File: src/rtl/port_latch.sv
// Port data latches, per-pin synchronizers and file-register read/write access
// for PORTA/B/C, with sticky change detection on PORTB[7:4].
`ifndef IO_A_WIDTH
`define IO_A_WIDTH 4
`endif
`ifndef IO_B_WIDTH
`define IO_B_WIDTH 8
`endif
`ifndef IO_C_WIDTH
`define IO_C_WIDTH 8
`endif
`ifndef DATA_WIDTH
`define DATA_WIDTH 8
`endif

module port_latch #(
    parameter int unsigned SYNC_STAGES = 2
) (
    input  logic                    clk,
    input  logic                    rst,
    input  logic [4:0]              fileAddr,
    input  logic                    wrStrobe,
    input  logic                    rdStrobe,
    input  logic [`DATA_WIDTH-1:0]  wrData,
    input  logic                    rbWakeEn,
    input  logic [`IO_A_WIDTH-1:0]  padA,
    input  logic [`IO_B_WIDTH-1:0]  padB,
    input  logic [`IO_C_WIDTH-1:0]  padC,
    output logic [`IO_A_WIDTH-1:0]  portAOut,
    output logic [`IO_B_WIDTH-1:0]  portBOut,
    output logic [`IO_C_WIDTH-1:0]  portCOut,
    output logic [`DATA_WIDTH-1:0]  rdData,
    output logic                    rdValid,
    output logic                    rbChange
);

    localparam int unsigned A_W    = `IO_A_WIDTH;
    localparam int unsigned B_W    = `IO_B_WIDTH;
    localparam int unsigned C_W    = `IO_C_WIDTH;
    localparam int unsigned DATA_W = `DATA_WIDTH;
    localparam int unsigned RB_W   = 4;

    localparam logic [4:0] ADDR_PORTA = 5'h05;
    localparam logic [4:0] ADDR_PORTB = 5'h06;
    localparam logic [4:0] ADDR_PORTC = 5'h07;

    logic [A_W-1:0] stgA [SYNC_STAGES];
    logic [B_W-1:0] stgB [SYNC_STAGES];
    logic [C_W-1:0] stgC [SYNC_STAGES];

    logic [A_W-1:0] syncA;
    logic [B_W-1:0] syncB;
    logic [C_W-1:0] syncC;

    logic              hitA_c;
    logic              hitB_c;
    logic              hitC_c;
    logic [DATA_W-1:0] rdMux_c;
    logic              rbRead_c;
    logic              rbMismatch_c;

    logic [RB_W-1:0] rbRef;
    logic            rbArmed;

    // Pin synchronizer chains; stage 0 samples the pad, last stage feeds logic
    always_ff @(posedge clk or posedge rst) begin
        if (rst) begin
            for (int i = 0; i < int'(SYNC_STAGES); i++) begin
                stgA[i] <= '0;
                stgB[i] <= '0;
                stgC[i] <= '0;
            end
        end else begin
            stgA[0] <= padA;
            stgB[0] <= padB;
            stgC[0] <= padC;
            for (int i = 1; i < int'(SYNC_STAGES); i++) begin
                stgA[i] <= stgA[i-1];
                stgB[i] <= stgB[i-1];
                stgC[i] <= stgC[i-1];
            end
        end
    end

    assign syncA = stgA[SYNC_STAGES-1];
    assign syncB = stgB[SYNC_STAGES-1];
    assign syncC = stgC[SYNC_STAGES-1];

    always_comb begin
        hitA_c  = 1'b0;
        hitB_c  = 1'b0;
        hitC_c  = 1'b0;
        rdMux_c = '0;
        case (fileAddr)
            ADDR_PORTA: begin
                hitA_c  = 1'b1;
                rdMux_c = DATA_W'(syncA);
            end
            ADDR_PORTB: begin
                hitB_c  = 1'b1;
                rdMux_c = DATA_W'(syncB);
            end
            ADDR_PORTC: begin
                hitC_c  = 1'b1;
                rdMux_c = DATA_W'(syncC);
            end
            default: ;
        endcase
    end

    assign rbRead_c     = rdStrobe && hitB_c;
    assign rbMismatch_c = syncB[B_W-1 -: RB_W] != rbRef;

    always_ff @(posedge clk or posedge rst) begin
        if (rst) begin
            portAOut <= '0;
            portBOut <= '0;
            portCOut <= '0;
        end else if (wrStrobe) begin
            if (hitA_c) portAOut <= A_W'(wrData);
            if (hitB_c) portBOut <= B_W'(wrData);
            if (hitC_c) portCOut <= C_W'(wrData);
        end
    end

    // Reads always sample the pins, never the latches; misses return zero
    always_ff @(posedge clk or posedge rst) begin
        if (rst) begin
            rdData  <= '0;
            rdValid <= 1'b0;
        end else begin
            rdValid <= rdStrobe;
            if (rdStrobe) rdData <= rdMux_c;
        end
    end

    // A PORTB read re-arms and clears; it takes priority over a same-cycle mismatch
    always_ff @(posedge clk or posedge rst) begin
        if (rst) begin
            rbRef    <= '0;
            rbArmed  <= 1'b0;
            rbChange <= 1'b0;
        end else if (rbRead_c) begin
            rbRef    <= syncB[B_W-1 -: RB_W];
            rbArmed  <= 1'b1;
            rbChange <= 1'b0;
        end else if (rbWakeEn && rbArmed && rbMismatch_c) begin
            rbChange <= 1'b1;
        end
    end

endmodule
File: config.mk
export PLATFORM = sky130hd
export DESIGN_NAME = port_latch
export DESIGN_NICKNAME = d
export VERILOG_FILES = /design/src/rtl/port_latch.sv
export SDC_FILE = /design/constraint.sdc
export NUM_CORES = 1
export LEC_CHECK = 0
export BUFFER_PORTS_ARGS = -buffer_cell sky130_fd_sc_hd__buf_2
export CAP_MARGIN = 20
export CORE_MARGIN = 1
export CORE_UTILIZATION = 50
export DETAILED_ROUTE_END_ITERATION = 6
export PLACE_DENSITY = 0.79
export SYNTH_ARGS = -nofsm -noshare
export SYNTH_HDL_FRONTEND = slang
export SYNTH_SLANG_ARGS = --single-unit
File: constraint.sdc
create_clock -name clk -period 6 [get_ports clk]
set_input_delay 0.6 -clock clk [delete_from_list [all_inputs] [get_ports clk]]
set_output_delay 0.6 -clock clk [all_outputs]
set_load 0.01 [all_outputs]
==> out/qor.csv <==
stage;metric;value;unit
drt;drt_iter0_markers;39;
cts;cts_hold_buf;0;
drt;drc;0;
final_layout;antenna_cells;0;
sta;setup_viol;0;
worst_setup_path;cp.required;6210;ps
worst_setup_path;cp.arrival;1690;ps
cts;ctsHtreeMaxLevel;3;
place;gp_congestion;0.7257;
cts;clk_pin_slew_worst_paths;80;ps
power_and_ir_drop;leakage;1.570;nW
global_routing;overflow;0;
place;place.port_buffers;67;
drt;drtPass1Iterations;4;
cts;clockBufferDepth;2;
synth;syn_area;2539;um^2
worst_setup_path;cp-start-kind;input pin;
cts;insertion_delay;330;ps
die;core;4817;um^2
global_routing;antenna_found_initial;0;
final_layout;layout_common_cells;dfrtp_1 (75), buf_2 (67), mux2_2 (16);
run;maxCapViolations;0;
sta;finalCriticalPeriod;1481;ps
sta;finalCritPeriodShare;0.2468;
cts;cts_tree;built;
global_routing;track_usage;0.1680;
status;status;finished, final reports clean;
final_layout;layout_commonest_cell;dfrtp_1;
cts;root_buffer;clkbuf_8;
power_and_ir_drop;p_per_area;351.3;nW/um^2
drt;wl_per_cell;13.72;um
final_layout;drive_gt1_frac;0.5067;
final_layout;area_growth;24.15;%
sta;slew_headroom;0.4025;
worst_setup_path;cp_slowest_cell;mux2_2;
place;dp_slack;4167;ps
synth;synth_seq_cells;75;
sta;rsz0062_at_grt;no;
die;ios;68;
worst_setup_path;crit_buf_inv;1;
die;die_h;73.26;um
sta;tns;0;ps
sta;worstMarginPinSlew;896.2;ps
synth;synth_area_per_cell;17.75;um^2
sta;layout_setup_ws;4519;ps
synth;ys_warn_count;0;
drt;vias;1363;
worst_setup_path;path_class;input pin to flip-flop;
synth;syn_inst;143;
worst_setup_path;cp_top_family;simple AND/OR/NAND/NOR gates;
drt;antenna_left;0;
final_layout;fin_util;0.6543;
cts;cts_setup_buffers;0;
power_and_ir_drop;vdd_ir_drop_max;0.0002283;V
sta;finClkSkew;7.953;ps
sta;finalMaxSlewViolations;0;
drt;wl;4006;um
die;rows;25;
die;chipWidth;73.26;um
worst_setup_path;cpPeakStageDelay;370;ps
die;dieArea;5366;um^2
synth;synth-seq-area-share;0.7393;
sta;max_freq;0.6754;GHz
worst_setup_path;crit_fanout;11;
final_layout;nets;258;
worst_setup_path;cp_cell_sequence;buf_2 -> and2b_1 -> nand2_2 -> mux2_2;
sta;hold_violations;0;
global_routing;grt_pass1_wl;6320;um
cts;numCtsBuffers;9;
cts;cts_resized;0;
sta;holdWs;340.7;ps
worst_setup_path;crit_path_end_kind;flip-flop;
cts;cts.sinks;75;
place;hpwl;2781;um
worst_hold_path;hold_path_class;flip-flop to flip-flop;
synth;synthesis.nets;181;
synth;synth.distinct_cells;22;
die;initial_core_util;0.5270;
drt;via_per_inst;4.668;
global_routing;grt_max_degree;76;
global_routing;grt_pass1_vias;1336;
report_power, final:
part           leakage, nW  internal [mW]  switching (mW)
logic                0.548         0.0672          0.0568
registers            0.916          0.554          0.0226
clock network        0.106          0.235           0.172
kinds of logic after synthesis:
logic type,count (synthesis),share of synthesized area
compound gates,11,0.03598
mux,32,0.1498
flops,75,0.7393
xor+xnor,4,0.01380
buf+inv,7,0.01971
simple gates,14,0.04140
registers in the layout, indices dropped and copies added (netlist names):
signal and flops:
rbArmed 1, syncC 8, rdData 8, portAOut 4, stgB 8, rdValid 1
syncB 8, portCOut 8, stgA 4, portBOut 8, stgC 8, syncA 4
rbChange 1, rbRef 4
cell type report:
type / count / area, um^2
Clock buffer: 10 / 127.6
Timing Repair Buffer: 68 / 342.8
Multi-Input combinational cell: 61 / 611.8
Sequential cell: 75 / 1877
Clock inverter: 6 / 90.09
Fill cell: 391 / 1665
Tap cell: 67 / 83.83
Inverter: 5 / 18.77
stage by stage:
stage / power (mW) / instances / instance area [um^2]
2_1_floorplan: 0.6563 / 143 / 2539
3_3_place_gp: 0.7064 / 276 / 2934
3_5_place_dp: 0.7122 / 276 / 2934
4_1_cts: 1.120 / 292 / 3152
5_1_grt: 1.159 / 292 / 3152
6_report: 1.107 / 292 / 3152
cells in the mapped netlist:
cell        n  share of area
and4bb_4    2          0.013
o221ai_1    3          0.010
and3_4      1         0.0044
and2b_1     1         0.0030
buf_6       1         0.0044
nand2_1     3         0.0044
inv_1       5         0.0074
xnor2_1     4          0.014
o21ai_0     1         0.0020
buf_12      1         0.0079
a32oi_1     1         0.0035
nand2_2     2         0.0049
o2bb2ai_1   4          0.014
o21a_1      1         0.0030
nand3_1     3         0.0059
dfrtp_1    75           0.74
and2b_2     1         0.0035
mux2_4      8          0.047
mux2_2     16          0.071
a41oi_1     1         0.0035
nand2b_1    1         0.0025
mux2i_1     8          0.032
final timing paths:
path                                     from  cells past startpoint  slack, ps                       to
max in group asynchronous                 rst                      3       4890  portAOut[3]$_DFFE_PP0P_
setup / recovery                  fileAddr[0]                      4       4520  portBOut[4]$_DFFE_PP0P_
hold reg to reg             stgA[7]$_DFF_PP0_                      0        340       syncA[3]$_DFF_PP0_
min in group asynchronous                 rst                      3        530       stgB[11]$_DFF_PP0_
setup reg to reg           syncB[4]$_DFF_PP0_                      3       4970     rbChange$_DFFE_PP0P_
hold / removal              stgA[7]$_DFF_PP0_                      0        340       syncA[3]$_DFF_PP0_
routing by layer:
layer  global-route usage  up-vias  routed length (um)
met1               0.2146      660                1777
met4              0.08061        0                  43
li1                     -      654                   -
met5                    0        -                   0
met3              0.06722        5                 207
met2               0.2521       44                1976
(Power assumes the default switching activity.)
